### src/rtl/tile_map_server.sv
`default_nettype none
// ============================================================================
// Module : tile_map_server
// 16x16 tile map: comb-read/clocked-write engine port, registered render port,
//          registered player-hit query; sweeps the level layout after reset.
// Rev    : 1.0
// ============================================================================
module tile_map_server #(
    parameter logic [7:0] WALL = 8'h00,
    parameter logic [7:0] PATH = 8'h80,
    parameter logic [7:0] WOOD = 8'h10,
    parameter logic [7:0] EXPL = 8'h40
) (
    input  logic       clk,
    input  logic       reset_n,
    input  logic       restart,
    input  logic [7:0] a_addr,
    input  logic       a_we,
    input  logic [7:0] a_wdata,
    output logic [7:0] a_rdata,
    input  logic [7:0] b_addr,
    output logic [7:0] b_rdata,
    input  logic [7:0] player_addr,
    output logic       player_hit,
    output logic       init_done
);

    typedef enum logic [0:0] {
        INIT  = 1'b0,
        READY = 1'b1
    } state_t;

    state_t     state;
    state_t     state_next;
    logic [7:0] init_ctr;
    logic [7:0] init_ctr_next;
    logic [7:0] mem [256];
    logic       mem_we;
    logic [7:0] mem_waddr;
    logic [7:0] mem_wdata;

    // Default level: border and even/even pillars are walls, spawn corners clear.
    function automatic logic [7:0] layout(input logic [7:0] addr);
        logic [3:0] r;
        logic [3:0] c;
        logic [1:0] diag;
        r    = addr[7:4];
        c    = addr[3:0];
        diag = r[1:0] + c[1:0];
        if (r == 4'd0 || r == 4'd15 || c == 4'd0 || c == 4'd15)
            return WALL;
        else if (!r[0] && !c[0])
            return WALL;
        else if ((r <= 4'd2 && c <= 4'd2) || (r >= 4'd13 && c >= 4'd13))
            return PATH;
        else if (diag == 2'd3)
            return WOOD;
        else
            return PATH;
    endfunction

    always_ff @(posedge clk or negedge reset_n) begin
        if (!reset_n) begin
            state    <= INIT;
            init_ctr <= 8'h00;
        end else begin
            state    <= state_next;
            init_ctr <= init_ctr_next;
        end
    end

    always_comb begin
        state_next    = state;
        init_ctr_next = init_ctr;
        mem_we        = 1'b0;
        mem_waddr     = a_addr;
        mem_wdata     = a_wdata;
        case (state)
            INIT: begin
                mem_we    = 1'b1;
                mem_waddr = init_ctr;
                mem_wdata = layout(init_ctr);
                if (restart) begin
                    init_ctr_next = 8'h00;
                end else if (init_ctr == 8'hFF) begin
                    state_next    = READY;
                    init_ctr_next = 8'h00;
                end else begin
                    init_ctr_next = init_ctr + 8'h01;
                end
            end
            READY: begin
                // restart wins over a concurrent engine write
                if (restart) begin
                    state_next    = INIT;
                    init_ctr_next = 8'h00;
                end else if (a_we) begin
                    mem_we = 1'b1;
                end
            end
            default: state_next = INIT;
        endcase
    end

    always_ff @(posedge clk) begin
        if (mem_we)
            mem[mem_waddr] <= mem_wdata;
    end

    assign init_done = (state == READY);
    assign a_rdata   = (state == INIT) ? WALL : mem[a_addr];

    always_ff @(posedge clk or negedge reset_n) begin
        if (!reset_n) begin
            b_rdata    <= 8'h00;
            player_hit <= 1'b0;
        end else if (state == INIT) begin
            b_rdata    <= WALL;
            player_hit <= 1'b0;
        end else begin
            b_rdata    <= mem[b_addr];
            player_hit <= (mem[player_addr] == EXPL);
        end
    end

endmodule
`default_nettype wire
### config.mk
export PLATFORM = sky130hd
export DESIGN_NAME = tile_map_server
export DESIGN_NICKNAME = d
export VERILOG_FILES = /design/src/rtl/tile_map_server.sv
export SDC_FILE = /design/constraint.sdc
export NUM_CORES = 2
export LEC_CHECK = 0
export CAP_MARGIN = 30
export CORE_ASPECT_RATIO = 0.8
export CORE_MARGIN = 8
export CORE_UTILIZATION = 64
export DETAILED_ROUTE_END_ITERATION = 12
export PLACE_DENSITY_LB_ADDON = 0.2
export SLEW_MARGIN = 20
export SYNTH_ARGS = -nofsm -noshare
export SYNTH_HDL_FRONTEND = slang
export SYNTH_SLANG_ARGS = --single-unit
### constraint.sdc
create_clock -name clk -period 15.7 [get_ports clk]
set_input_delay 2.355 -clock clk [delete_from_list [all_inputs] [get_ports clk]]
set_output_delay 2.355 -clock clk [all_outputs]
set_load 0.03 [all_outputs]
Yosys cells after proc, flatten, opt, wreduce, memory -nomap -nowiden. Memories as Yosys holds them, arrays and structs flattened. Index checks and enable logic that the tools add are counted.

Flip-flop bits (word level): 18. Bits in writable memories: 2048. Input port bits: 36. Output and inout port bits: 18. Memories kept: 1.

Memory list: mem (words 256, width 8, rd ports 3, clocked after memory_dff 0, write ports 1, RTL line 37) `logic [7:0] mem [256];`.

Add/subtract/negate cells: 2. $lt $le $gt $ge: 4. Equal/unequal tests: 6. Muxes and demuxes: 22. Bitwise gates (word level): 1. Reductions and logical operators: 11.

Operators with widths (count): 8-bit two-way mux (11); 8-bit one-hot mux with 2 select lines (1); 8-bit by 1-bit adder with 8-bit output (second input constant) (1); 4-bit == test (second input constant) (2); 8-bit by 7-bit == test with 1-bit output (second input constant) (1); 8-bit == test (second input constant) (1); 4-bit >= comparator (second input constant) (2); 4-bit by 2-bit <= comparator with 1-bit output (second input constant) (2); 4-bit zero test (2); 1-bit two-way mux (8); 1-bit logical OR (4); 1-bit one-hot mux with 2 select lines (2); 1-bit logical AND (3); 2-bit adder (1); 2-bit == test (second input constant) (1); 1-bit zero test (2); 2-bit inequality test (second input constant) (1); 1-bit inverter (1).

Depth between registers and ports, before layout.
Word-level depth: 7. Depth in mapped cells: 14.

Worst setup path before layout. OpenSTA, ideal clock, no wires.

Kind: register to register. Start: register init_ctr[0]. End: memory mem[0][4] (data pin). Setup time: 2.237 ns. Arrival: 11.486 ns. Data required time: 13.463 ns. Slack: 1.977 ns. Stages on the path, launching flop included: 6. Buffers on the path: 0. Cell sequence: dfrtp_1 inv_1 ha_1 a221oi_1 nand3_1 o31ai_1.

Cells in the longest elaborated chain, start to end: 7. Elaborated cells between the ends (all ways): 18. Those cells by class: 1 x add/sub; 2 x order compare; 2 x eq/ne; 5 x mux; 8 x reduce/logical.

Ends and longest elaborated chain: start: declaration (RTL line 35) `logic [7:0] init_ctr;`; start signal: assignment (RTL line 68) `init_ctr <= init_ctr_next;`; 2-bit adder (tied with other cells) (RTL line 49) `diag = r[1:0] + c[1:0];`; 2-bit == test / 1-bit logical AND (equally long branches) (RTL line 56, 54); 8-bit two-way mux / 1-bit logical OR (equally long branches) (RTL line 56, 54); 8-bit two-way mux (RTL line 54) `else if ((r <= 4'd2 && c <= 4'd2) || (r >= 4'd13 && c >= 4'd13))`; 8-bit two-way mux (RTL line 52) `else if (!r[0] && !c[0])`; 8-bit two-way mux * (RTL line 50) `if (r == 4'd0 || r == 4'd15 || c == 4'd0 || c == 4'd15)`; 8-bit two-way mux * (RTL line 78) `case (state)`; named net mem_wdata[4] (RTL line 40) `logic [7:0] mem_wdata;`; end: declaration (RTL line 37).

The timed path passes the listed nets; every way through them passes the cells marked *.

Final worst setup path.
Start: input a_addr[0]. End: output a_rdata[5].

Cells in the longest elaborated chain, start to end: 2.

Ends and longest elaborated chain: start: declaration (RTL line 17) `input logic [7:0] a_addr,`; memory 256 x 8 bit; 8-bit two-way mux (RTL line 111) `assign a_rdata = (state == INIT) ? WALL : mem[a_addr];`; end: declaration (RTL line 20) `output logic [7:0] a_rdata,`.

Every way passes these cells.

==> results_dict.tcl <==
set metrics [dict create \
    status "complete, no violations" \
    cts_buffers 195 \
    wire_per_inst_um 42.0 \
    max_stage_delay_ns 0.92 \
    vias_per_cell 8.35 \
    fin_nets 6077 \
    htree_levels 4 \
    ctsResizeCount 0 \
    dieHeight_um 382 \
    vias 70637 \
    syn_area_um2 107000 \
    p_leak_nw 37.3 \
    regArea_um2 61900 \
    drt_iter0_drc 13594 \
    synth_commonest_cells "edfxtp_1 (2048), mux4_2 (1409), nor2_1 (526)" \
    placedCellCount 8017 \
    fin_crit_sh 0.664 \
    synth_edf_count 2048 \
    clock-sinks 2066 \
    timing.max_cap.violations 0 \
    ant_nets 0 \
    place_area_um2 110000 \
    async_flop_share 0.00871 \
    cts_hold_buf 0 \
    end_kind "output port" \
    overflow 0 \
    synth.top_cells.by_area "edfxtp_1 (57%), mux4_2 (30%), nor2_1 (1.8%)" \
    fmax_ghz 0.0959 \
    dieWidth_um 474 \
    worstMarginPinSlew_ns 1.19 \
    tritoncts "done" \
    instances_no_fill 8460 \
    cp_slowest_cell "a211oi_1" \
    worst_setup_path_start_kind "input pin" \
    dieArea_um2 181000 \
    finalMaxSlewViolations 0 \
    synth_top_area_share 0.573 \
    hold_ws_ns 0.628 \
    portBuffers 53 \
    layout-drive-gt1-share 0.321 \
    worstSetupPathType "in2out" \
    synth_top_cell_by_area "edfxtp_1" \
    synth-seq-cells 2066 \
    place.gp.congestion 0.979 \
    clkTransAtPathRegs_ns 0.07 \
    ys_seq_area_frac 0.578 \
    cts_buffer_depth 3 \
    ys_warn_count 0 \
    initial_core_util 0.644 \
    area_delta_synth_final_pct 9.15 \
    io_pins 54 \
    power_density_nw_per_um2 101 \
    setup_viol 0 \
    clk_latency_ns 0.90 \
    clock-skew-final_ns 0.0494 \
    grt_pass1_vias 66887 \
    rsz0062_at_grt "false" \
    postSynthCellCount 6050 \
    hold_violations 0 \
    post-cts-setup-buffers 0 \
    hold_path.class "reg2reg" \
    cts_root_buf "clkbuf_16" \
    fin_area_um2 117000 \
    synthDistinctLibCells 60 \
    core_um2 167000 \
    timing.setup.tns_ns 0 \
    wirelength_mm 355 \
    synth.most_common_cell "edfxtp_1" \
    ir_worst_vdd_mv 0.127 \
    layout_min_cycle_time_ns 10.42 \
    max_slew_margin 0.202 \
    grt_usage 0.390 \
    drc 0 \
    crit_arrival_ns 8.07 \
    rows 134 \
    multi_input_area_um2 42800 \
    grt_pass1_wl_mm 505 \
    nFillCells 10315 \
    dominantRegCellSynth "edfxtp_1" \
    synth_area_per_cell_um2 17.7 \
    cpMostUsedCell "mux4_2" \
    critPathBufInv 4 \
    r2r_slack_ns 11.12 \
    crit_chain "buf_8 -> buf_4 -> buf_4 -> mux4_2 -> mux4_2 -> mux4_2 -> a211oi_1 -> a311oi_1 -> clkdlybuf4s50_1" \
    syn_nets 6092 \
    critPathTopFamily "buffers and inverters" \
    antenna_found_initial 37 \
    dp_hpwl_mm 233 \
    drt-pass1-iter-count 8 \
    required_ns 13.35 \
    grt_max_degree 197 \
    cp_max_fo 72 \
]
cells in the final DEF, fill, tap and decap left out, drive strengths merged, types with 45 or more instances in the layout:
master | Yosys | routed
clkinv | 2 | 76
nor3b | 85 | 85
nor2 | 526 | 526
buf | 254 | 262
mux4 | 1409 | 1409
clkbuf | 258 | 244
inv | 94 | 103
nor3 | 301 | 301
a21oi | 240 | 240
o21ai | 45 | 45
a211oi | 131 | 131
nand2 | 92 | 92
edfxtp | 2048 | 2048
a31oi | 57 | 57
nor4 | 72 | 72
cell type report:
cell class	count	area share
antenna	27	0.000577
clock buffer	241	0.0439
clock inverter	110	0.00939
inverter	96	0.00310
multi-input combinational	3376	0.366
sequential	2066	0.529
tap	2244	0.0240
timing repair buffer	300	0.0241
state kept, by name, indices dropped and copies added (netlist names):
name        cells
b_rdata         8
player_hit      1
init_ctr        8
mem          2048
init_done       1
worst paths after layout:
check	start	endpoint	cells past startpoint
worst min-delay path	init_ctr[3]	init_ctr[3]	1
max in group asynchronous	reset_n	b_rdata[7]	2
worst max-delay path	a_addr[0]	a_rdata[5]	9
worst min register to register	init_ctr[3]	init_ctr[3]	1
worst max register to register	init_done	mem[249][1]	9
min in group asynchronous	reset_n	b_rdata[4]	2
report_power, final:
group          leakage, nW  switching, mW  internal [mW]
Clock                 3.02           2.15           2.59
Combinational         14.0          0.685          0.465
Sequential            20.3        0.00724           5.98
worst reg2reg max path, delay by kind of cell (launching register included):
kind	cells	cell delay, ns
flops	1	0.32
buf+inv	4	1.64
simple gates	4	2.12
compound gates	1	0.10
logic make-up (layout without fill, tap and decap cells):
logic type | count (synthesis) | after routing | share of synthesized area
and+or+nand+nor | 1222 | 1222 | 0.0546
DFF | 2066 | 2066 | 0.578
buffers and inverters | 608 | 747 | 0.0241
muxes | 1434 | 1434 | 0.298
AOI/OAI and AO/OA | 710 | 710 | 0.0444
other | 0 | 27 | 0
xor gates and xnor gates | 4 | 4 | 0.000327
adders and majority gates | 6 | 6 | 0.000700
stage by stage:
step                      power [mW]  utilization  setup WS, ns
after floorplan                 6.79            -          1.98
after global placement          7.17        0.658          5.20
after detailed placement        7.18        0.660          5.37
after CTS                       11.8        0.698          5.37
after global routing            12.0        0.702          5.06
final                           11.9        0.702          5.28
routing by layer:
layer / GRT usage / routed length [µm] / share of wire / vias up
li1: - / - / - / 26173
met1: 0.529 / 115000 / 0.32 / 35759
met2: 0.534 / 150000 / 0.42 / 7405
met3: 0.188 / 67700 / 0.19 / 1264
met4: 0.188 / 21800 / 0.062 / 36
met5: 0.00719 / 326 / 0.00092 / -
(Power assumes the default switching activity.)
